--- src/rtl/smi_arbiter_if.sv ---
// Requester-side and smi-side signal bundle of the smi arbiter.
// The slave modport is the arbiter's view; master is the environment's view.
interface smi_arbiter_if #(
  parameter int unsigned NUM_REQ = 3
);
  logic [NUM_REQ-1:0]    req;
  logic [NUM_REQ-1:0]    req_write_n;
  logic [5*NUM_REQ-1:0]  req_phy_addr;
  logic [5*NUM_REQ-1:0]  req_reg_addr;
  logic [16*NUM_REQ-1:0] req_wdata;
  logic [NUM_REQ-1:0]    grant;
  logic [NUM_REQ-1:0]    done;
  logic                  err;
  logic [15:0]           rdata;
  logic                  arb_busy;
  logic                  smi_start;
  logic                  smi_write_n;
  logic [4:0]            smi_phy_addr;
  logic [4:0]            smi_reg_addr;
  logic [15:0]           smi_write_data;
  logic                  smi_busy;
  logic [15:0]           smi_data_read;

  modport slave (
    input  req, req_write_n, req_phy_addr, req_reg_addr, req_wdata,
    input  smi_busy, smi_data_read,
    output grant, done, err, rdata, arb_busy,
    output smi_start, smi_write_n, smi_phy_addr, smi_reg_addr, smi_write_data
  );

  modport master (
    output req, req_write_n, req_phy_addr, req_reg_addr, req_wdata,
    output smi_busy, smi_data_read,
    input  grant, done, err, rdata, arb_busy,
    input  smi_start, smi_write_n, smi_phy_addr, smi_reg_addr, smi_write_data
  );
endinterface

--- src/rtl/smi_arbiter.sv ---
// Round-robin arbiter sharing one smi MDIO master between NUM_REQ requesters.
// Latches the winner's command, runs the start/busy handshake, times out a dead start.
module smi_arbiter #(
  parameter int unsigned NUM_REQ       = 3,
  parameter int unsigned START_TIMEOUT = 1024
) (
  input  logic         clk100Mhz,
  input  logic         rst_n,
  smi_arbiter_if.slave bus
);

  localparam int unsigned PTR_W = $clog2(NUM_REQ);
  localparam int unsigned TMR_W = $clog2(START_TIMEOUT + 1);
  localparam logic [PTR_W-1:0] PTR_RST  = PTR_W'(NUM_REQ - 1);
  localparam logic [TMR_W-1:0] TMR_LAST = TMR_W'(START_TIMEOUT - 1);

  typedef enum logic [1:0] {
    S_IDLE,
    S_ISSUE,
    S_WAIT_DONE
  } state_t;

  state_t             r_state, w_state_nxt;
  logic [PTR_W-1:0]   r_ptr, w_ptr_nxt;
  logic [TMR_W-1:0]   r_timer, w_timer_nxt;
  logic [NUM_REQ-1:0] r_grant, w_grant_nxt;
  logic [NUM_REQ-1:0] r_done, w_done_nxt;
  logic               r_err, w_err_nxt;
  logic [15:0]        r_rdata, w_rdata_nxt;
  logic               r_arb_busy, w_arb_busy_nxt;
  logic               r_smi_start, w_smi_start_nxt;
  logic               r_smi_write_n, w_smi_write_n_nxt;
  logic [4:0]         r_smi_phy_addr, w_smi_phy_addr_nxt;
  logic [4:0]         r_smi_reg_addr, w_smi_reg_addr_nxt;
  logic [15:0]        r_smi_write_data, w_smi_write_data_nxt;

  logic               w_found;
  logic [PTR_W-1:0]   w_winner;
  logic               w_sel_write_n;
  logic [4:0]         w_sel_phy_addr;
  logic [4:0]         w_sel_reg_addr;
  logic [15:0]        w_sel_wdata;

  // First requester at or after r_ptr+1 (modulo NUM_REQ) wins
  always_comb begin : rr_search
    int unsigned idx;
    idx      = 0;
    w_found  = 1'b0;
    w_winner = r_ptr;
    for (int unsigned k = 1; k <= NUM_REQ; k++) begin
      idx = (32'(r_ptr) + k) % NUM_REQ;
      if (!w_found && bus.req[PTR_W'(idx)]) begin
        w_found  = 1'b1;
        w_winner = PTR_W'(idx);
      end
    end
  end

  // Command fields of the winning requester
  always_comb begin : cmd_mux
    w_sel_write_n  = 1'b0;
    w_sel_phy_addr = '0;
    w_sel_reg_addr = '0;
    w_sel_wdata    = '0;
    for (int unsigned i = 0; i < NUM_REQ; i++) begin
      if (w_winner == PTR_W'(i)) begin
        w_sel_write_n  = bus.req_write_n[i];
        w_sel_phy_addr = bus.req_phy_addr[5*i +: 5];
        w_sel_reg_addr = bus.req_reg_addr[5*i +: 5];
        w_sel_wdata    = bus.req_wdata[16*i +: 16];
      end
    end
  end

  always_comb begin : fsm_next
    w_state_nxt          = r_state;
    w_ptr_nxt            = r_ptr;
    w_timer_nxt          = r_timer;
    w_grant_nxt          = r_grant;
    w_done_nxt           = '0;
    w_err_nxt            = 1'b0;
    w_rdata_nxt          = r_rdata;
    w_smi_start_nxt      = r_smi_start;
    w_smi_write_n_nxt    = r_smi_write_n;
    w_smi_phy_addr_nxt   = r_smi_phy_addr;
    w_smi_reg_addr_nxt   = r_smi_reg_addr;
    w_smi_write_data_nxt = r_smi_write_data;

    case (r_state)
      S_IDLE: begin
        // Foreign smi activity blocks new grants
        if (w_found && !bus.smi_busy) begin
          w_state_nxt          = S_ISSUE;
          w_ptr_nxt            = w_winner;
          w_grant_nxt          = NUM_REQ'(1) << w_winner;
          w_smi_start_nxt      = 1'b1;
          w_timer_nxt          = '0;
          w_smi_write_n_nxt    = w_sel_write_n;
          w_smi_phy_addr_nxt   = w_sel_phy_addr;
          w_smi_reg_addr_nxt   = w_sel_reg_addr;
          w_smi_write_data_nxt = w_sel_wdata;
        end
      end
      S_ISSUE: begin
        if (bus.smi_busy) begin
          w_smi_start_nxt = 1'b0;
          w_state_nxt     = S_WAIT_DONE;
        end else if (r_timer == TMR_LAST) begin
          w_smi_start_nxt = 1'b0;
          w_done_nxt      = NUM_REQ'(1) << r_ptr;
          w_err_nxt       = 1'b1;
          w_grant_nxt     = '0;
          w_state_nxt     = S_IDLE;
        end else begin
          w_timer_nxt = r_timer + TMR_W'(1);
        end
      end
      S_WAIT_DONE: begin
        if (!bus.smi_busy) begin
          if (!r_smi_write_n) begin
            w_rdata_nxt = bus.smi_data_read;
          end
          w_done_nxt  = NUM_REQ'(1) << r_ptr;
          w_grant_nxt = '0;
          w_state_nxt = S_IDLE;
        end
      end
      default: begin
        w_state_nxt = S_IDLE;
      end
    endcase

    w_arb_busy_nxt = (w_state_nxt != S_IDLE);
  end

  always_ff @(posedge clk100Mhz or negedge rst_n) begin : state_reg
    if (!rst_n) begin
      r_state          <= S_IDLE;
      r_ptr            <= PTR_RST;
      r_timer          <= '0;
      r_grant          <= '0;
      r_done           <= '0;
      r_err            <= 1'b0;
      r_rdata          <= '0;
      r_arb_busy       <= 1'b0;
      r_smi_start      <= 1'b0;
      r_smi_write_n    <= 1'b0;
      r_smi_phy_addr   <= '0;
      r_smi_reg_addr   <= '0;
      r_smi_write_data <= '0;
    end else begin
      r_state          <= w_state_nxt;
      r_ptr            <= w_ptr_nxt;
      r_timer          <= w_timer_nxt;
      r_grant          <= w_grant_nxt;
      r_done           <= w_done_nxt;
      r_err            <= w_err_nxt;
      r_rdata          <= w_rdata_nxt;
      r_arb_busy       <= w_arb_busy_nxt;
      r_smi_start      <= w_smi_start_nxt;
      r_smi_write_n    <= w_smi_write_n_nxt;
      r_smi_phy_addr   <= w_smi_phy_addr_nxt;
      r_smi_reg_addr   <= w_smi_reg_addr_nxt;
      r_smi_write_data <= w_smi_write_data_nxt;
    end
  end

  assign bus.grant          = r_grant;
  assign bus.done           = r_done;
  assign bus.err            = r_err;
  assign bus.rdata          = r_rdata;
  assign bus.arb_busy       = r_arb_busy;
  assign bus.smi_start      = r_smi_start;
  assign bus.smi_write_n    = r_smi_write_n;
  assign bus.smi_phy_addr   = r_smi_phy_addr;
  assign bus.smi_reg_addr   = r_smi_reg_addr;
  assign bus.smi_write_data = r_smi_write_data;

endmodule

--- src/flat_wrapper.sv ---
// flat-port wrapper written by rule: the top's interface ports become plain ports
module smi_arbiter_flat 
#(
  parameter int unsigned NUM_REQ       = 3,
  parameter int unsigned START_TIMEOUT = 1024
)
  (clk100Mhz, rst_n, bus_req, bus_req_write_n, bus_req_phy_addr, bus_req_reg_addr, bus_req_wdata, bus_smi_busy, bus_smi_data_read, bus_grant, bus_done, bus_err, bus_rdata, bus_arb_busy, bus_smi_start, bus_smi_write_n, bus_smi_phy_addr, bus_smi_reg_addr, bus_smi_write_data);
  smi_arbiter_if #(.NUM_REQ(NUM_REQ)) bus_i ();
  input  logic clk100Mhz;
  input  logic rst_n;
  input wire logic [$bits(bus_i.req)-1:0] bus_req;
  input wire logic [$bits(bus_i.req_write_n)-1:0] bus_req_write_n;
  input wire logic [$bits(bus_i.req_phy_addr)-1:0] bus_req_phy_addr;
  input wire logic [$bits(bus_i.req_reg_addr)-1:0] bus_req_reg_addr;
  input wire logic [$bits(bus_i.req_wdata)-1:0] bus_req_wdata;
  input wire logic [$bits(bus_i.smi_busy)-1:0] bus_smi_busy;
  input wire logic [$bits(bus_i.smi_data_read)-1:0] bus_smi_data_read;
  output wire logic [$bits(bus_i.grant)-1:0] bus_grant;
  output wire logic [$bits(bus_i.done)-1:0] bus_done;
  output wire logic [$bits(bus_i.err)-1:0] bus_err;
  output wire logic [$bits(bus_i.rdata)-1:0] bus_rdata;
  output wire logic [$bits(bus_i.arb_busy)-1:0] bus_arb_busy;
  output wire logic [$bits(bus_i.smi_start)-1:0] bus_smi_start;
  output wire logic [$bits(bus_i.smi_write_n)-1:0] bus_smi_write_n;
  output wire logic [$bits(bus_i.smi_phy_addr)-1:0] bus_smi_phy_addr;
  output wire logic [$bits(bus_i.smi_reg_addr)-1:0] bus_smi_reg_addr;
  output wire logic [$bits(bus_i.smi_write_data)-1:0] bus_smi_write_data;
  assign bus_i.req = bus_req;
  assign bus_i.req_write_n = bus_req_write_n;
  assign bus_i.req_phy_addr = bus_req_phy_addr;
  assign bus_i.req_reg_addr = bus_req_reg_addr;
  assign bus_i.req_wdata = bus_req_wdata;
  assign bus_i.smi_busy = bus_smi_busy;
  assign bus_i.smi_data_read = bus_smi_data_read;
  assign bus_grant = bus_i.grant;
  assign bus_done = bus_i.done;
  assign bus_err = bus_i.err;
  assign bus_rdata = bus_i.rdata;
  assign bus_arb_busy = bus_i.arb_busy;
  assign bus_smi_start = bus_i.smi_start;
  assign bus_smi_write_n = bus_i.smi_write_n;
  assign bus_smi_phy_addr = bus_i.smi_phy_addr;
  assign bus_smi_reg_addr = bus_i.smi_reg_addr;
  assign bus_smi_write_data = bus_i.smi_write_data;
  smi_arbiter #(.NUM_REQ(NUM_REQ), .START_TIMEOUT(START_TIMEOUT)) u_core (.clk100Mhz(clk100Mhz), .rst_n(rst_n), .bus(bus_i));
endmodule
--- config.mk ---
export PLATFORM = sky130hd
export DESIGN_NAME = smi_arbiter_flat
export DESIGN_NICKNAME = d
export VERILOG_FILES = /design/src/rtl/smi_arbiter_if.sv /design/src/rtl/smi_arbiter.sv /design/src/flat_wrapper.sv
export SDC_FILE = /design/constraint.sdc
export NUM_CORES = 1
export LEC_CHECK = 0
export CAP_MARGIN = 30
export CELL_PAD_IN_SITES_DETAIL_PLACEMENT = 1
export CELL_PAD_IN_SITES_GLOBAL_PLACEMENT = 2
export CORE_MARGIN = 3
export CORE_UTILIZATION = 23
export CTS_CLUSTER_SIZE = 10
export DETAILED_ROUTE_END_ITERATION = 12
export PLACE_DENSITY = 0.81
export SYNTH_ARGS = -nofsm -noshare
export SYNTH_HDL_FRONTEND = slang
export SYNTH_SLANG_ARGS = --single-unit
--- constraint.sdc ---
create_clock -name clk100Mhz -period 2.7 [get_ports clk100Mhz]
set_input_delay 0.54 -clock clk100Mhz [delete_from_list [all_inputs] [get_ports clk100Mhz]]
set_output_delay 0.54 -clock clk100Mhz [all_outputs]
set_load 0.005 [all_outputs]
# Word-level counts from Yosys, hierarchy flattened
# Cells that the tools add are included.
[totals]
register_bits = 67
inputBits = 103
elab_cells = 103
[classes]
add_sub_neg = 4
n_div = 3
n_lt_le_gt_ge = 3
eq_ne = 11
n_shift = 2
muxes = 49
bitwise = 2
reduce_logical = 16
[ops]
columns = ["op", "count"]
rows = [
  ["remainder unit 32 x 2 -> 32 bit (second input constant)", 3],
  ["two-way mux 16 bit", 3],
  ["two-way mux 11 bit", 3],
  ["two-way mux 5 bit", 6],
  ["case mux 11 bit (2 select lines)", 1],
  ["two-way mux 3 bit", 7],
  ["two-way mux 1 bit", 15],
  ["two-way mux 2 bit", 7],
  ["adder 11 x 1 -> 11 bit (second input constant)", 1],
  ["equality test 11 x 10 -> 1 bit (second input constant)", 1],
  ["< comparator 2 x 3 -> 1 bit (second input constant)", 3],
  ["case mux 3 bit (3 select lines)", 1],
  ["adder 2 x 2 -> 3 bit (second input constant)", 2],
  ["binary-select mux 1 bit (select 2 bit)", 3],
  ["inequality test 2 bit (second input constant)", 3],
  ["case mux 2 bit (3 select lines)", 1],
  ["case mux 3 bit (2 select lines)", 1],
  ["AND reduction 3 bit", 2],
  ["left shift 1 x 2 -> 3 bit (first input constant)", 2],
  ["AND reduction 5 bit", 1],
  ["equality test 2 x 1 -> 1 bit (second input constant)", 2],
  ["equality test 2 bit (second input constant)", 2],
  ["logical NOT 2 bit", 2],
  ["inequality test 2 x 1 -> 1 bit (second input constant)", 2],
  ["other kinds (10)", 16],
]

# Depth between registers and ports, before layout
# Gate-level depths: netlist (run 1).
[logic_depth]
depth_word = 15
depth_mapped = 11
ltp_nobuf = 8

# Worst setup path before layout (run 1)
# OpenSTA, ideal clock, no wires.
[synth_path]
path_type = "reg2reg"
start = "reg u_core.r_ptr[1]"
end = "reg u_core.r_smi_phy_addr[1], in the netlist u_core.bus.smi_phy_addr[1]"
t_arrival_ns = 2.416
required_time_ns = 2.575
path_slack_ns = 0.159
stages_incl_launch_ff = 10
n_path_buf = 1
cell_sequence = "dfstp_2 inv_1 ha_1 a22o_1 o21a_4 or4b_4 nand2_2 buf_4 mux2i_1 o21ai_2"
[synth_via]
elab_chain_len = 15
[synth_lines]
columns = ["element", "line_no", "text"]
rows = [
  ["start: declaration", "smi_arbiter.sv:24", "logic [PTR_W-1:0] r_ptr, w_ptr_nxt;"],
  ["start signal: assignment", "smi_arbiter.sv:153", "r_ptr <= w_ptr_nxt;"],
  ["adder 2 x 1 -> 3 bit", "smi_arbiter.sv:51", "idx = (32'(r_ptr) + k) % NUM_REQ;"],
  ["remainder unit 32 x 2 -> 32 bit", "smi_arbiter.sv:51", ""],
  ["binary-select mux 1 bit (select 2 bit)", "smi_arbiter.sv:52", "if (!w_found && bus.req[PTR_W'(idx)]) begin"],
  ["two-way mux 1 bit (not written as such)", "smi_arbiter.sv:52", ""],
  ["two-way mux 1 bit", "smi_arbiter.sv:52", ""],
  ["logical NOT 1 bit", "smi_arbiter.sv:52", ""],
  ["logical AND 1 bit", "smi_arbiter.sv:52", ""],
  ["two-way mux 1 bit", "smi_arbiter.sv:52", ""],
  ["logical NOT 1 bit", "smi_arbiter.sv:52", ""],
  ["logical AND 1 bit", "smi_arbiter.sv:52", ""],
  ["two-way mux 2 bit", "smi_arbiter.sv:52", ""],
  ["logical NOT 2 bit", "smi_arbiter.sv:66", "if (w_winner == PTR_W'(i)) begin"],
  ["two-way mux 5 bit (3 in a row)", "smi_arbiter.sv:66", ""],
  ["end signal: assignment", "smi_arbiter.sv:162", "r_smi_phy_addr <= w_smi_phy_addr_nxt;"],
  ["end: declaration", "smi_arbiter.sv:33", "logic [4:0] r_smi_phy_addr, w_smi_phy_addr_nxt;"],
]
# Several ways; a longest one is shown, not always the timed one. The select of a mux whose other input is x is not followed.
# A chain may end at the register's enable or synchronous reset.

# Worst setup path after layout (run 1)
[layout_path]
start = "reg u_core.r_ptr[1]"
end = "reg u_core.r_smi_write_n, in the netlist u_core.bus.smi_write_n"
[layout_via]
elab_chain_len = 15
[layout_lines]
columns = ["element", "line_no", "text"]
rows = [
  ["adder 2 x 1 -> 3 bit", "smi_arbiter.sv:51", ""],
  ["remainder unit 32 x 2 -> 32 bit", "smi_arbiter.sv:51", ""],
  ["binary-select mux 1 bit (select 2 bit)", "smi_arbiter.sv:52", ""],
  ["two-way mux 1 bit (not written as such)", "smi_arbiter.sv:52", ""],
  ["two-way mux 1 bit", "smi_arbiter.sv:52", ""],
  ["logical NOT 1 bit", "smi_arbiter.sv:52", ""],
  ["logical AND 1 bit", "smi_arbiter.sv:52", ""],
  ["two-way mux 1 bit", "smi_arbiter.sv:52", ""],
  ["logical NOT 1 bit", "smi_arbiter.sv:52", ""],
  ["logical AND 1 bit", "smi_arbiter.sv:52", ""],
  ["two-way mux 2 bit", "smi_arbiter.sv:52", ""],
  ["logical NOT 2 bit", "smi_arbiter.sv:66", ""],
  ["two-way mux 1 bit (3 in a row)", "smi_arbiter.sv:66", ""],
  ["end signal: assignment", "smi_arbiter.sv:161", "r_smi_write_n <= w_smi_write_n_nxt;"],
  ["end: declaration", "smi_arbiter.sv:32", "logic r_smi_write_n, w_smi_write_n_nxt;"],
]
# Several ways; a longest one is shown, not always the timed one. The select of a mux whose other input is x is not followed.

==> results.yml, run 1 <==
outcome:
  status: "finished, final reports clean"
synth:
  yosys_register_bits: 67
  yosys.area_share.xor_xnor_pct: 1.94
  synth_fa_ha_area_share_pct: 3.46
  postSynthAreaPerCell_sq_um: 11.4
  synth_nets: 432
  ys_seq_area_share_pct: 46.3
  synth_top_cell_area_share_pct: 45.6
  synthCells: 319
  yosys.area.top_type: "dfrtp_1"
  synthesis.area_sq_mm: 0.00362
  synth.area.mux_share_pct: 12.7
  async_flop_share_pct: 100
  synth_top_family_by_area: "compound AO/OA/AOI/OAI gates"
  synth_compound_area_share_pct: 19.6
  yosysUniqueCellTypes: 49
  synth_edf_count: 0
  synth-warning-count: 0
  synth-main-ff-cell: "dfrtp_1"
  yosys.area_share.simple_pct: 11.2
  synthTopCellsByArea: "dfrtp_1 46%, mux2i_1 7.7%, a32oi_1 6.5%"
setup_path:
  worstPathCellList: "inv_1, ha_2, a22o_1, o21a_4, or4b_4, buf_6, a21oi_4, clkbuf_16, a32oi_1, o21ai_2"
  critPathMaxFanout: 6
  cp_slowest_stage_delay_ns: 0.59
  critPathKind: "reg2reg"
  critPathTopFamily: "compound AO/OA/AOI/OAI gates"
  reg2reg_depth: 10
  rrSetupSlack_ns: 0.07
  cp-startpoint: "u_core.r_ptr[1]$_DFFE_PN1P_"
  crit_buf_inv: 3
  r2r_start: "u_core.r_ptr[1]$_DFFE_PN1P_"
  rr_endpoint: "u_core.bus.smi_write_n$_DFFE_PN0P_"
  crit_slowest_cell: "or4b_4"
  cp.depth: 10
  crit_required_ns: 2.97
  timing.critical_path.to: "u_core.bus.smi_write_n$_DFFE_PN0P_"
  critPathArrivalTime_ns: 2.90
  crit_path_end_kind: "register"
  cp-start-kind: "register"
timing:
  final_max_slew_viol_count: 0
  setup_viol: 0
  max_freq_ghz: 0.380
  skew_ns: 0.00650
  hold_viol_final: 0
  setup_slack_ns: 0.0678
  slew_headroom_pct: 72.7
  fin_crit_sh_pct: 97.5
  worstMarginPinSlew_ns: 0.410
  min_period_ns: 2.63
grt:
  gr-usage-met3_pct: 6.43
  grt_pass1_wl_mm: 19.2
  grtUsageTotal_pct: 13.9
  antenna_found_initial: 0
  grt_pass1_vias: 3600
  grt.overflow.total: 0
  grt_max_degree: 68
  gr-usage-met2_pct: 23.6
  globalRouteMet1Util_pct: 15.1
  busiest_layer: "met2"
detailed_routing:
  drt_first_pass_iters: 4
  drc: 0
  antenna_left: 0
  num_vias: 3344
  drt-total-wl_mm: 12.8
  drtIter0Drc: 59
  vias_per_cell: 4.66
  wl_per_cell_um: 17.8
final_layout:
  fin_nets: 615
  syn_to_final_growth_pct: 71.3
  final_layout_size_suffix_gt1_share_pct: 20.4
  mostFrequentLayoutCell: "clkdlybuf4s50_1"
  fin_util_pct: 40.5
  layout_common_cells: "153 x clkdlybuf4s50_1, 66 x dfrtp_1, 27 x a32oi_1, 22 x o21ai_2"
  instances_no_fill: 718
  nFillCells: 1675
clock_network:
  cts_sinks: 67
  clockRootBuffer: "clkbuf_16"
  insertion_delay_ns: 0.34
  tritoncts: "built"
  clk_pin_slew_ns: 0.05
  cts_buffer_depth: 2
  cts_hold_buf: 0
  h-tree-depth: 3
  numCtsBuffers: 9
floorplan:
  die_width_um: 131
  fp-row-count: 45
  initial_utilization_pct: 23.6
  num_io_pins: 155
  die_h_um: 131
  dieArea_sq_mm: 0.0173
  core_sq_mm: 0.0153
place:
  placed_cells_incl_taps: 686
  io_buffers: 154
  gp_congestion: 0.824
  dp_hpwl_mm: 8.65
  place_ws_ns: -0.306
power_and_ir_drop:
  p_leak_nw: 2.54
  total_power_mw: 7.04
  ir_drop_uv: 464
  power_density_mw_per_mm2: 1140
worst_hold_path:
  hold_class: "in2async"
job:
  maxCapViolCount: 0
-- final cells by class --
type	count	area (sq um)	area share (%)
repair buffers	192	2030	32.7
multi-input cells	224	1910	30.8
flip-flops and latches	67	1680	27.1
clock buffers	12	267	4.30
well taps	211	264	4.26
inverters	8	30.0	0.484
clock inverters	3	22.5	0.363
diodes	1	2.50	0.0403
-- how the worst min path moves through the flow --
stage | start | end | slack [ns] | depth (start not counted)
final | rst_n | u_core.bus.err$_DFF_PN0_ | 0.21 | 2
after global placement | u_core.bus.grant[2]$_DFFE_PN0P_ | u_core.bus.grant[2]$_DFFE_PN0P_ | 0.46 | 2
after floorplan | rst_n | u_core.bus.arb_busy$_DFF_PN0_ | 0.24 | 0
after CTS | rst_n | u_core.bus.rdata[3]$_DFFE_PN0P_ | 0.23 | 2
after detailed placement | u_core.bus.smi_phy_addr[3]$_DFFE_PN0P_ | u_core.bus.smi_phy_addr[3]$_DFFE_PN0P_ | 0.48 | 2
after global routing | rst_n | u_core.bus.rdata[3]$_DFFE_PN0P_ | 0.24 | 2
-- synth_stat cells, types with 5 or more instances --
master	number
o21ai_1	12
inv_1	8
mux2_1	16
nor4_1	5
clkbuf_1	7
nand3_1	6
nor2_1	17
ha_1	10
buf_6	6
dfrtp_1	66
mux2i_1	28
nor3_1	5
o21ai_2	22
buf_2	5
a21oi_1	5
xnor2_1	8
nand2_1	15
a32oi_1	27
-- repair_timing --
item | 4_1_cts | 5_1_grt
gates resized for setup | 7 | 20
pin swaps | 1 | 7
endpoints found under the setup margin | 27 | 38
cloned | 1 | 5
setup buffers | 0 | 10
-- routing by layer --
metal	wire length, um	part of all wire (%)	up-vias
li1	-	-	1562
met1	4950	39	1647
met2	6570	52	122
met3	1060	8.3	13
met4	177	1.4	0
met5	0	0	-
-- stage by stage --
step                hold WS (ns)  setup TNS, ns  area [sq um]
finish                     0.208              0          6200
global route               0.239         -0.234          6200
CTS                        0.235        -0.0185          5840
detailed placement         0.475          -8.15          5510
global placement           0.463          -7.20          5510
floorplan                  0.244              0          3620
-- report_power, final --
group          total (mW)  switching (mW)  leakage [nW]  internal (mW)
clock                1.13           0.438         0.133          0.691
combinational        4.29            2.00          1.55           2.29
sequential           1.62           0.226         0.856           1.40
-- state kept, by name (all words and copies together) (netlist names) --
register / flops
u_core.bus.rdata: 16
u_core.bus.smi_write_data: 16
u_core.r_timer: 11
u_core.bus.smi_phy_addr: 5
u_core.bus.smi_reg_addr: 5
u_core.bus.done: 3
u_core.bus.grant: 3
u_core.r_ptr: 2
u_core.r_state: 2
u_core.bus.arb_busy: 1
u_core.bus.err: 1
u_core.bus.smi_start: 1
u_core.bus.smi_write_n: 1
-- worst register-to-register path, cell delays in order (launching register included) --
cell and delay (ns):
dfstp_2 0.53, inv_1 0.05, ha_2 0.18, a22o_1 0.25, o21a_4 0.23, or4b_4 0.60, buf_6 0.16, a21oi_4 0.21
clkbuf_16 0.19, a32oi_1 0.11, o21ai_2 0.07
-- logic make-up (layout without fill, tap and decap cells) --
| logic type | after synthesis | in the layout |
|---|---|---|
| other cells | 0 | 1 |
| buf+inv | 29 | 215 |
| fa+ha+maj | 10 | 10 |
| flops | 67 | 67 |
| xor+xnor | 8 | 8 |
| mux | 44 | 44 |
| simple gates | 76 | 76 |
| compound gates | 85 | 86 |
(Power assumes the default switching activity.)
==> run 2: changes to the inputs <==
--- a/config.mk
+++ b/config.mk
@@ -8,6 +8,7 @@
 export CAP_MARGIN = 30
 export CELL_PAD_IN_SITES_DETAIL_PLACEMENT = 1
 export CELL_PAD_IN_SITES_GLOBAL_PLACEMENT = 2
+export CORE_ASPECT_RATIO = 2
 export CORE_MARGIN = 3
 export CORE_UTILIZATION = 23
 export CTS_CLUSTER_SIZE = 10
==> run 2 against run 1 <==
Against the previous run: first-iteration DRC count increased by 71%; critical path depth decreased by 1; register-to-register slack improved by 0.05 ns; maximum frequency increased by 2.0%; clock power increased by 12%; critical path type unchanged; largest power group unchanged; via count decreased by 1.3%; clock skew about the same.
==> results.yml, run 2 (same netlist as run 1, synthesis figures left out) <==
clock_network:
  cts_hold_buf: 0
  cts_sinks: 67
  clockRootBuffer: "clkbuf_16"
  insertion_delay_ns: 0.34
  clk_pin_slew_ns: 0.06
  cts_buffer_depth: 2
  h-tree-depth: 3
  tritoncts: "built"
  numCtsBuffers: 9
detailed_routing:
  vias_per_cell: 4.76
  antenna_left: 0
  drtIter0Drc: 101
  wl_per_cell_um: 17.7
  drc: 0
  num_vias: 3301
  drt-total-wl_mm: 12.3
  drt_first_pass_iters: 4
floorplan:
  num_io_pins: 155
  die_width_um: 94.7
  fp-row-count: 64
  dieArea_sq_mm: 0.0174
  core_sq_mm: 0.0154
  initial_utilization_pct: 23.6
  die_h_um: 183
job:
  maxCapViolCount: 0
timing:
  setup_viol: 0
  hold_viol_final: 0
  final_max_slew_viol_count: 0
  fin_crit_sh_pct: 95.6
  max_freq_ghz: 0.388
  fin_tns_setup_ns: 0
  skew_ns: 0.00680
  min_period_ns: 2.58
  slew_headroom_pct: 72.5
  worstMarginPinSlew_ns: 0.412
setup_path:
  crit_slowest_cell: "dfstp_2"
  critPathMaxFanout: 27
  critPathArrivalTime_ns: 2.79
  crit_buf_inv: 2
  crit_path_end_kind: "register"
  crit_required_ns: 2.91
  critPathTopFamily: "compound AO/OA/AOI/OAI gates"
  worstPathCellList: "inv_1, ha_1, a22o_1, o21a_4, or3b_1, a21oi_2, or2_1, buf_12, o21ai_1"
  cp-start-kind: "register"
  cp_slowest_stage_delay_ns: 0.53
  critPathKind: "reg2reg"
place:
  place_area_sq_mm: 0.00551
  gp_congestion: 0.782
  dp_hpwl_mm: 9.36
  io_buffers: 154
final_layout:
  final_layout_size_suffix_gt1_share_pct: 16.6
  design_area_sq_mm: 0.00595
  n_antenna_cell: 0
  syn_to_final_growth_pct: 64.4
  mostFrequentLayoutCell: "clkdlybuf4s50_1"
  layout_common_cells: "153 x clkdlybuf4s50_1, 66 x dfrtp_1, 27 x a32oi_1, 26 x mux2i_1, 22 x o21ai_2"
  fin_nets: 603
outcome:
  status: "finished, final reports clean"
power_and_ir_drop:
  ir_drop_uv: 441
  p_leak_nw: 2.48
  power_density_mw_per_mm2: 1100
grt:
  grtUsageTotal_pct: 14.0
  grt.overflow.total: 0
  grt_pass1_wl_mm: 18.8
  grt_pass1_vias: 3614
  grt_max_degree: 68
  antenna_found_initial: 0
worst_hold_path:
  hold_class: "in2async"
-- run 2: power by group --
| part | internal, mW | switching (mW) |
|---|---|---|
| registers | 1.40 | 0.224 |
| logic | 1.90 | 1.75 |
| clock network | 0.810 | 0.455 |
| total | 4.10 | 2.43 |
-- run 2: timing repair --
| item | CTS | global route |
|---|---|---|
| setup endpoints to repair | 5 | 34 |
| resized for setup | 2 | 8 |
| buffers inserted | 0 | 2 |
| pin swaps | 0 | 2 |
| cloned | 0 | 1 |
-- run 2: path summary, 6_finish.rpt --
path / start / depth (start not counted) / slack [ns] / to
worst min register to register: u_core.bus.rdata[10]$_DFFE_PN0P_ / 1 / 0.48 / u_core.bus.rdata[10]$_DFFE_PN0P_
worst min-delay path: rst_n / 1 / 0.04 / u_core.bus.smi_write_data[12]$_DFFE_PN0P_
worst max-delay path: u_core.r_ptr[1]$_DFFE_PN1P_ / 9 / 0.12 / u_core.bus.smi_write_data[9]$_DFFE_PN0P_
max in group asynchronous: rst_n / 2 / 2.10 / u_core.r_ptr[1]$_DFFE_PN1P_
min in group clk100Mhz: u_core.bus.rdata[10]$_DFFE_PN0P_ / 1 / 0.48 / u_core.bus.rdata[10]$_DFFE_PN0P_
worst max register to register: u_core.r_ptr[1]$_DFFE_PN1P_ / 9 / 0.12 / u_core.bus.smi_write_data[9]$_DFFE_PN0P_
-- run 2: final cells by class --
| cell class | count | area [sq um] |
|---|---|---|
| clock buffers | 10 | 229 |
| clock inverters | 6 | 90.1 |
| fillers | 1704 | 9420 |
| inverters | 8 | 30.0 |
| multi-input cells | 223 | 1840 |
| flip-flops and latches | 67 | 1680 |
| well taps | 198 | 248 |
| repair buffers | 181 | 1840 |
-- run 2: per-stage QoR --
stage | hold slack, ns | total power [mW] | utilization (%) | instances | setup WS, ns
after global routing | 0.0382 | 6.99 | 38.7 | 693 | -0.00238
after global placement | 0.466 | 5.01 | 35.8 | 673 | -0.114
final | 0.0443 | 6.53 | 38.7 | 693 | 0.119
after CTS | 0.372 | 6.47 | 38.0 | 689 | 0.0148
after detailed placement | 0.477 | 5.14 | 35.8 | 673 | -0.195
after floorplan | 0.244 | 3.53 | - | 319 | 0.159
-- run 2: routing by layer --
metal | part of all wire, % | GRT usage (%) | vias up
met2 | 58 | 26.5 | 101
met4 | 3.5 | 5.90 | 0
li1 | - | - | 1535
met1 | 33 | 14.0 | 1639
met3 | 4.6 | 3.69 | 26
met5 | 0 | 0 | -
